$ cat src/rtl/chunked_seq_adder.sv
// Multi-cycle add/subtract unit: WIDTH-bit operands are summed CHUNK bits per clock,
// with the inter-slice carry held in a register and valid/ready handshakes on both sides.
module chunked_seq_adder #(
    parameter int WIDTH = 64,
    parameter int CHUNK = 8
) (
    input  logic             clk,
    input  logic             rst_n,
    input  logic             in_valid,
    output logic             in_ready,
    input  logic [WIDTH-1:0] A,
    input  logic [WIDTH-1:0] B,
    input  logic             c0,
    input  logic             sub,
    output logic             out_valid,
    input  logic             out_ready,
    output logic [WIDTH-1:0] output1,
    output logic             cout,
    output logic             ovf
);

    localparam int NCHUNK = WIDTH / CHUNK;
    localparam int IDXW   = (NCHUNK > 1) ? $clog2(NCHUNK) : 1;
    localparam logic [IDXW-1:0] LAST_IDX = IDXW'(NCHUNK - 1);

    generate
        if (CHUNK < 1 || CHUNK > WIDTH || (WIDTH % CHUNK) != 0) begin : g_badParams
            $error("chunked_seq_adder: WIDTH must be a positive multiple of CHUNK");
        end
    endgenerate

    typedef enum logic [1:0] {
        IDLE = 2'd0,
        RUN  = 2'd1,
        DONE = 2'd2
    } state_t;

    state_t           r_state;
    logic [WIDTH-1:0] r_a;
    logic [WIDTH-1:0] r_b;
    logic [WIDTH-1:0] r_out;
    logic             r_sub;
    logic             r_carry;
    logic             r_cout;
    logic             r_ovf;
    logic [IDXW-1:0]  r_idx;

    logic [CHUNK-1:0] w_aSlice [NCHUNK];
    logic [CHUNK-1:0] w_bSlice [NCHUNK];
    logic [CHUNK-1:0] w_aK;
    logic [CHUNK-1:0] w_bK;
    logic [CHUNK:0]   w_sum;
    logic [CHUNK-1:0] w_s;
    logic             w_c;
    logic             w_ovf;

    // Only the slice mux spans the full width; the adder itself is CHUNK bits wide.
    for (genvar k = 0; k < NCHUNK; k++) begin : g_slice
        assign w_aSlice[k] = r_a[k*CHUNK +: CHUNK];
        assign w_bSlice[k] = r_b[k*CHUNK +: CHUNK];
    end

    assign w_aK  = w_aSlice[r_idx];
    assign w_bK  = w_bSlice[r_idx] ^ {CHUNK{r_sub}};
    assign w_sum = {1'b0, w_aK} + {1'b0, w_bK} + {{CHUNK{1'b0}}, r_carry};
    assign w_s   = w_sum[CHUNK-1:0];
    assign w_c   = w_sum[CHUNK];
    // Equivalent to carry-into-MSB XOR carry-out, and also valid when CHUNK is 1.
    assign w_ovf = (w_aK[CHUNK-1] == w_bK[CHUNK-1]) && (w_s[CHUNK-1] != w_aK[CHUNK-1]);

    always_ff @(posedge clk or negedge rst_n) begin
        if (!rst_n) begin
            r_state <= IDLE;
            r_a     <= '0;
            r_b     <= '0;
            r_out   <= '0;
            r_sub   <= 1'b0;
            r_carry <= 1'b0;
            r_cout  <= 1'b0;
            r_ovf   <= 1'b0;
            r_idx   <= '0;
        end else begin
            case (r_state)
                IDLE: begin
                    if (in_valid) begin
                        r_a     <= A;
                        r_b     <= B;
                        r_sub   <= sub;
                        r_carry <= c0 ^ sub;
                        r_idx   <= '0;
                        r_state <= RUN;
                    end
                end
                RUN: begin
                    r_out[r_idx*CHUNK +: CHUNK] <= w_s;
                    r_carry <= w_c;
                    if (r_idx == LAST_IDX) begin
                        r_cout  <= w_c;
                        r_ovf   <= w_ovf;
                        r_idx   <= '0;
                        r_state <= DONE;
                    end else begin
                        r_idx <= r_idx + IDXW'(1);
                    end
                end
                DONE: begin
                    if (out_ready) begin
                        r_state <= IDLE;
                    end
                end
                default: r_state <= IDLE;
            endcase
        end
    end

    assign in_ready  = (r_state == IDLE);
    assign out_valid = (r_state == DONE);
    assign output1   = r_out;
    assign cout      = r_cout;
    assign ovf       = r_ovf;

endmodule

$ cat config.mk
export PLATFORM = sky130hd
export DESIGN_NAME = chunked_seq_adder
export DESIGN_NICKNAME = d
export VERILOG_FILES = /design/src/rtl/chunked_seq_adder.sv
export SDC_FILE = /design/constraint.sdc
export NUM_CORES = 1
export LEC_CHECK = 0
export CAP_MARGIN = 10
export CORE_MARGIN = 2
export CORE_UTILIZATION = 56
export CTS_BUF_LIST = sky130_fd_sc_hd__clkbuf_8
export DETAILED_ROUTE_END_ITERATION = 16
export PLACE_DENSITY = 0.87
export SYNTH_ARGS = -nofsm -noshare
export SYNTH_HDL_FRONTEND = slang
export SYNTH_SLANG_ARGS = --single-unit
$ cat constraint.sdc
create_clock -name clk -period 5.2 [get_ports clk]
set_input_delay 1.3 -clock clk [delete_from_list [all_inputs] [get_ports clk]]
set_output_delay 1.3 -clock clk [all_outputs]
set_load 0.02 [all_outputs]
==> run summary <==
sequential area share after synthesis: 55.66%
worst setup path startpoint: r_idx[0]
Pwr Density: 741.7 nW/um^2
switching portion of total power: 43.07%
Final ANT Viol Nets: 0
Global Route Usage Sum: 27.86%
Critical Path Start Type: register
clock share of power: 14.3%
setup repair after global routing missed its margin: no
Leakage: 5.722 nW
cts bufs inserted: 30
H-Tree Depth: 1
Initial Utilization: 57.09%
internal power: 4.961 mW
cells after synthesis: 895
highest clock rate: 0.2384 GHz
NetSw: 3.753 mW
Max Slew Vio Count: 0
Slew @ Worst Pin: 1.072 ns
# port buffers: 201
CTS tree: yes
CP top delay family: multiplexers
critical path class: register to register
Design Area, Final: 11750 um^2
detailed-router iteration count before antenna repair: 7
nets: 1233
post-detail-place hpwl: 16820 um
setup violators final: 0
Rows: 46
CP Capture Type: register
Antenna Cells: 0
Synth async-reset ratio: 100.0%
Synth top area share: 55.66%
post-cts resize count: 0
Data required, critical path: 5.66 ns
TNS Setup: 0 ns
Post-synth EDFFs: 0
crit path buf inv count: 1
layout cells sized above 1: 12.16%
ys flop type: dfrtp_1
synthesized flop and latch total: 201
Core ar.: 15830 um^2
placed cells: 1270
fin crit period: 4.195 ns
sequential power share: 32.6%
Ports: 202
Synth top cells by count: nand2_1, dfrtp_1, mux2_2
Remaining Overflow, GRT: 0
maximum vdd ir drop: 0.5105 mV
Hold Crit Start: r_a[16]
die area: 17170 um^2
Slowest-stage cell, CP: dfrtp_2
via count: 7223
first-pass GRT wire length: 36690 um
cells taking the most area after synthesis: dfrtp_1, nand2_1, mux4_2
fin util: 74.23%
Layout area overhead: 30.02%
Worst-path clk slew: 0.06 ns
DR iter-0 viols: 669
setup bufs post-CTS: 0
WP data arrival: 4.65 ns
Area after DPL: 11170 um^2
Avg Cell Area, Syn: 10.10 um^2
crit path cell chain: buf_4, mux4_2, mux2i_1, xnor2_1, fa_1, a21o_1, a311o_1, a21oi_2, xnor2_1, mux2_2
relative slew slack: 28.50%
CP most frequent cell: xnor2_1
Reg2Reg Setup Slack: 1.00 ns
post-synth cell types: 42
WHS: 0.4722 ns
outcome: complete, no violations
number of global-route vias before repair: 7133
Fill cells: 1092
final WL: 23480 um
Layout Cells excl Fill: 1318
initial antenna violation count: 0
Hold Path Class: register to register
DR DRC count: 0
Die Ht: 131.0 um
largest net degree at the start of global routing: 135
RD Place Congestion: 0.8565
maximum buffer depth of the clock tree: 3
Hold Fails Final Rpt: 0
DR vias/cell: 5.480
cell taking the most area after synthesis: dfrtp_1
Avg WL per Cell: 17.81 um
Post-CTS Hold Buffers: 0
Mapped Area: 9036 um^2
slowest stage delay, CP: 0.88 ns
Max Cap Viol: 0
Mapped Nets: 1042
Skew-Pair Late Insertion Delay: 0.56 ns
most numerous cell in the Yosys netlist: nand2_1
Comb power frac: 53.1%
Final Skew: 0.03806 ns
clock root cell: clkbuf_8
reg-to-reg startpoint: r_idx[0]
final period utilization: 80.68%
Clock Sinks: 201
CP max FO: 27
Die X: 131.0 um
Yosys Warn Count: 0
## metrics by stage
stage | setup WS, ns | total power [mW]
floorplan | 1.889 | 5.790
global placement | 1.178 | 7.188
CTS | 1.002 | 8.692
global route | 0.7005 | 9.274
detailed placement | 1.089 | 7.409
finish | 1.005 | 8.714
## final timing paths
check                      cells past startpoint          end
min reg2reg                                    2      r_a[16]
max reg2reg                                   10   output1[6]
min                                            2      r_a[16]
max                                           10   output1[6]
max in group asynchronous                      2       r_a[3]
min in group asynchronous                      1  output1[12]
## power groups by stage
stage | Sequential [mW] | Combinational, mW | Clock [mW]
6_report | 2.84 | 4.62 | 1.25
5_1_grt | 2.92 | 5.03 | 1.32
4_1_cts | 2.83 | 4.60 | 1.26
3_5_place_dp | 2.84 | 4.56 | 0
3_3_place_gp | 2.80 | 4.39 | 0
2_1_floorplan | 2.83 | 2.96 | 0
## cells in the final DEF, fill, tap and decap left out, types with 4 or more instances in the layout
| master | n |
|---|---|
| clkbuf_8 | 38 |
| nand2b_1 | 5 |
| buf_4 | 4 |
| clkdlybuf4s50_1 | 200 |
| mux2i_1 | 10 |
| nor2_1 | 16 |
| dfrtp_1 | 199 |
| ha_1 | 11 |
| nand3_1 | 4 |
| inv_1 | 17 |
| xnor2_1 | 12 |
| a21oi_1 | 5 |
| o21ai_0 | 23 |
| mux4_2 | 32 |
| nand2_1 | 440 |
| mux2_2 | 46 |
## state kept, by name (all words and copies together), names as in the netlist
register  cells
cout          1
r_carry       1
r_sub         1
r_b          64
ovf           1
r_state       2
r_a          64
output1      64
r_idx         3
## kinds of logic (layout without fill, tap and decap cells)
group | Yosys count | count (layout) | share of synthesized area [%]
AOI/OAI and AO/OA | 40 | 40 | 2.672
xor gates and xnor gates | 14 | 14 | 1.357
muxes | 88 | 88 | 14.82
DFF | 201 | 201 | 55.66
and+or+nand+nor | 483 | 483 | 20.78
adders and majority gates | 13 | 13 | 1.966
buffers and inverters | 56 | 263 | 2.742
## worst reg2reg max path, cell delays in order, from the launching register on
cell	delay, ns
dfrtp_2	0.88
buf_4	0.42
mux4_2	0.55
mux2i_1	0.26
xnor2_1	0.15
fa_1	0.47
a21o_1	0.20
a311o_1	0.38
a21oi_2	0.16
xnor2_1	0.36
mux2_2	0.30
## area by class of cell
class / count / area [um^2] / share of cell area [%]
Sequential cell: 201 / 5032 / 42.83
Multi-Input combinational cell: 638 / 3769 / 32.08
Timing Repair Buffer: 206 / 2066 / 17.58
Clock buffer: 37 / 509.2 / 4.334
Tap cell: 216 / 270.3 / 2.300
Clock inverter: 11 / 68.82 / 0.5857
Inverter: 9 / 33.78 / 0.2875
## per-layer routing
| metal | vias up | share of wire (%) | global-route usage [%] |
|---|---|---|---|
| met1 | 3547 | 42 | 38.68 |
| met3 | 58 | 6.3 | 3.664 |
| met2 | 331 | 49 | 45.81 |
| met5 | - | 0 | 0 |
| li1 | 3287 | - | - |
| met4 | 0 | 3.2 | 9.950 |
No activity file was read; power rests on OpenSTA's default activity.
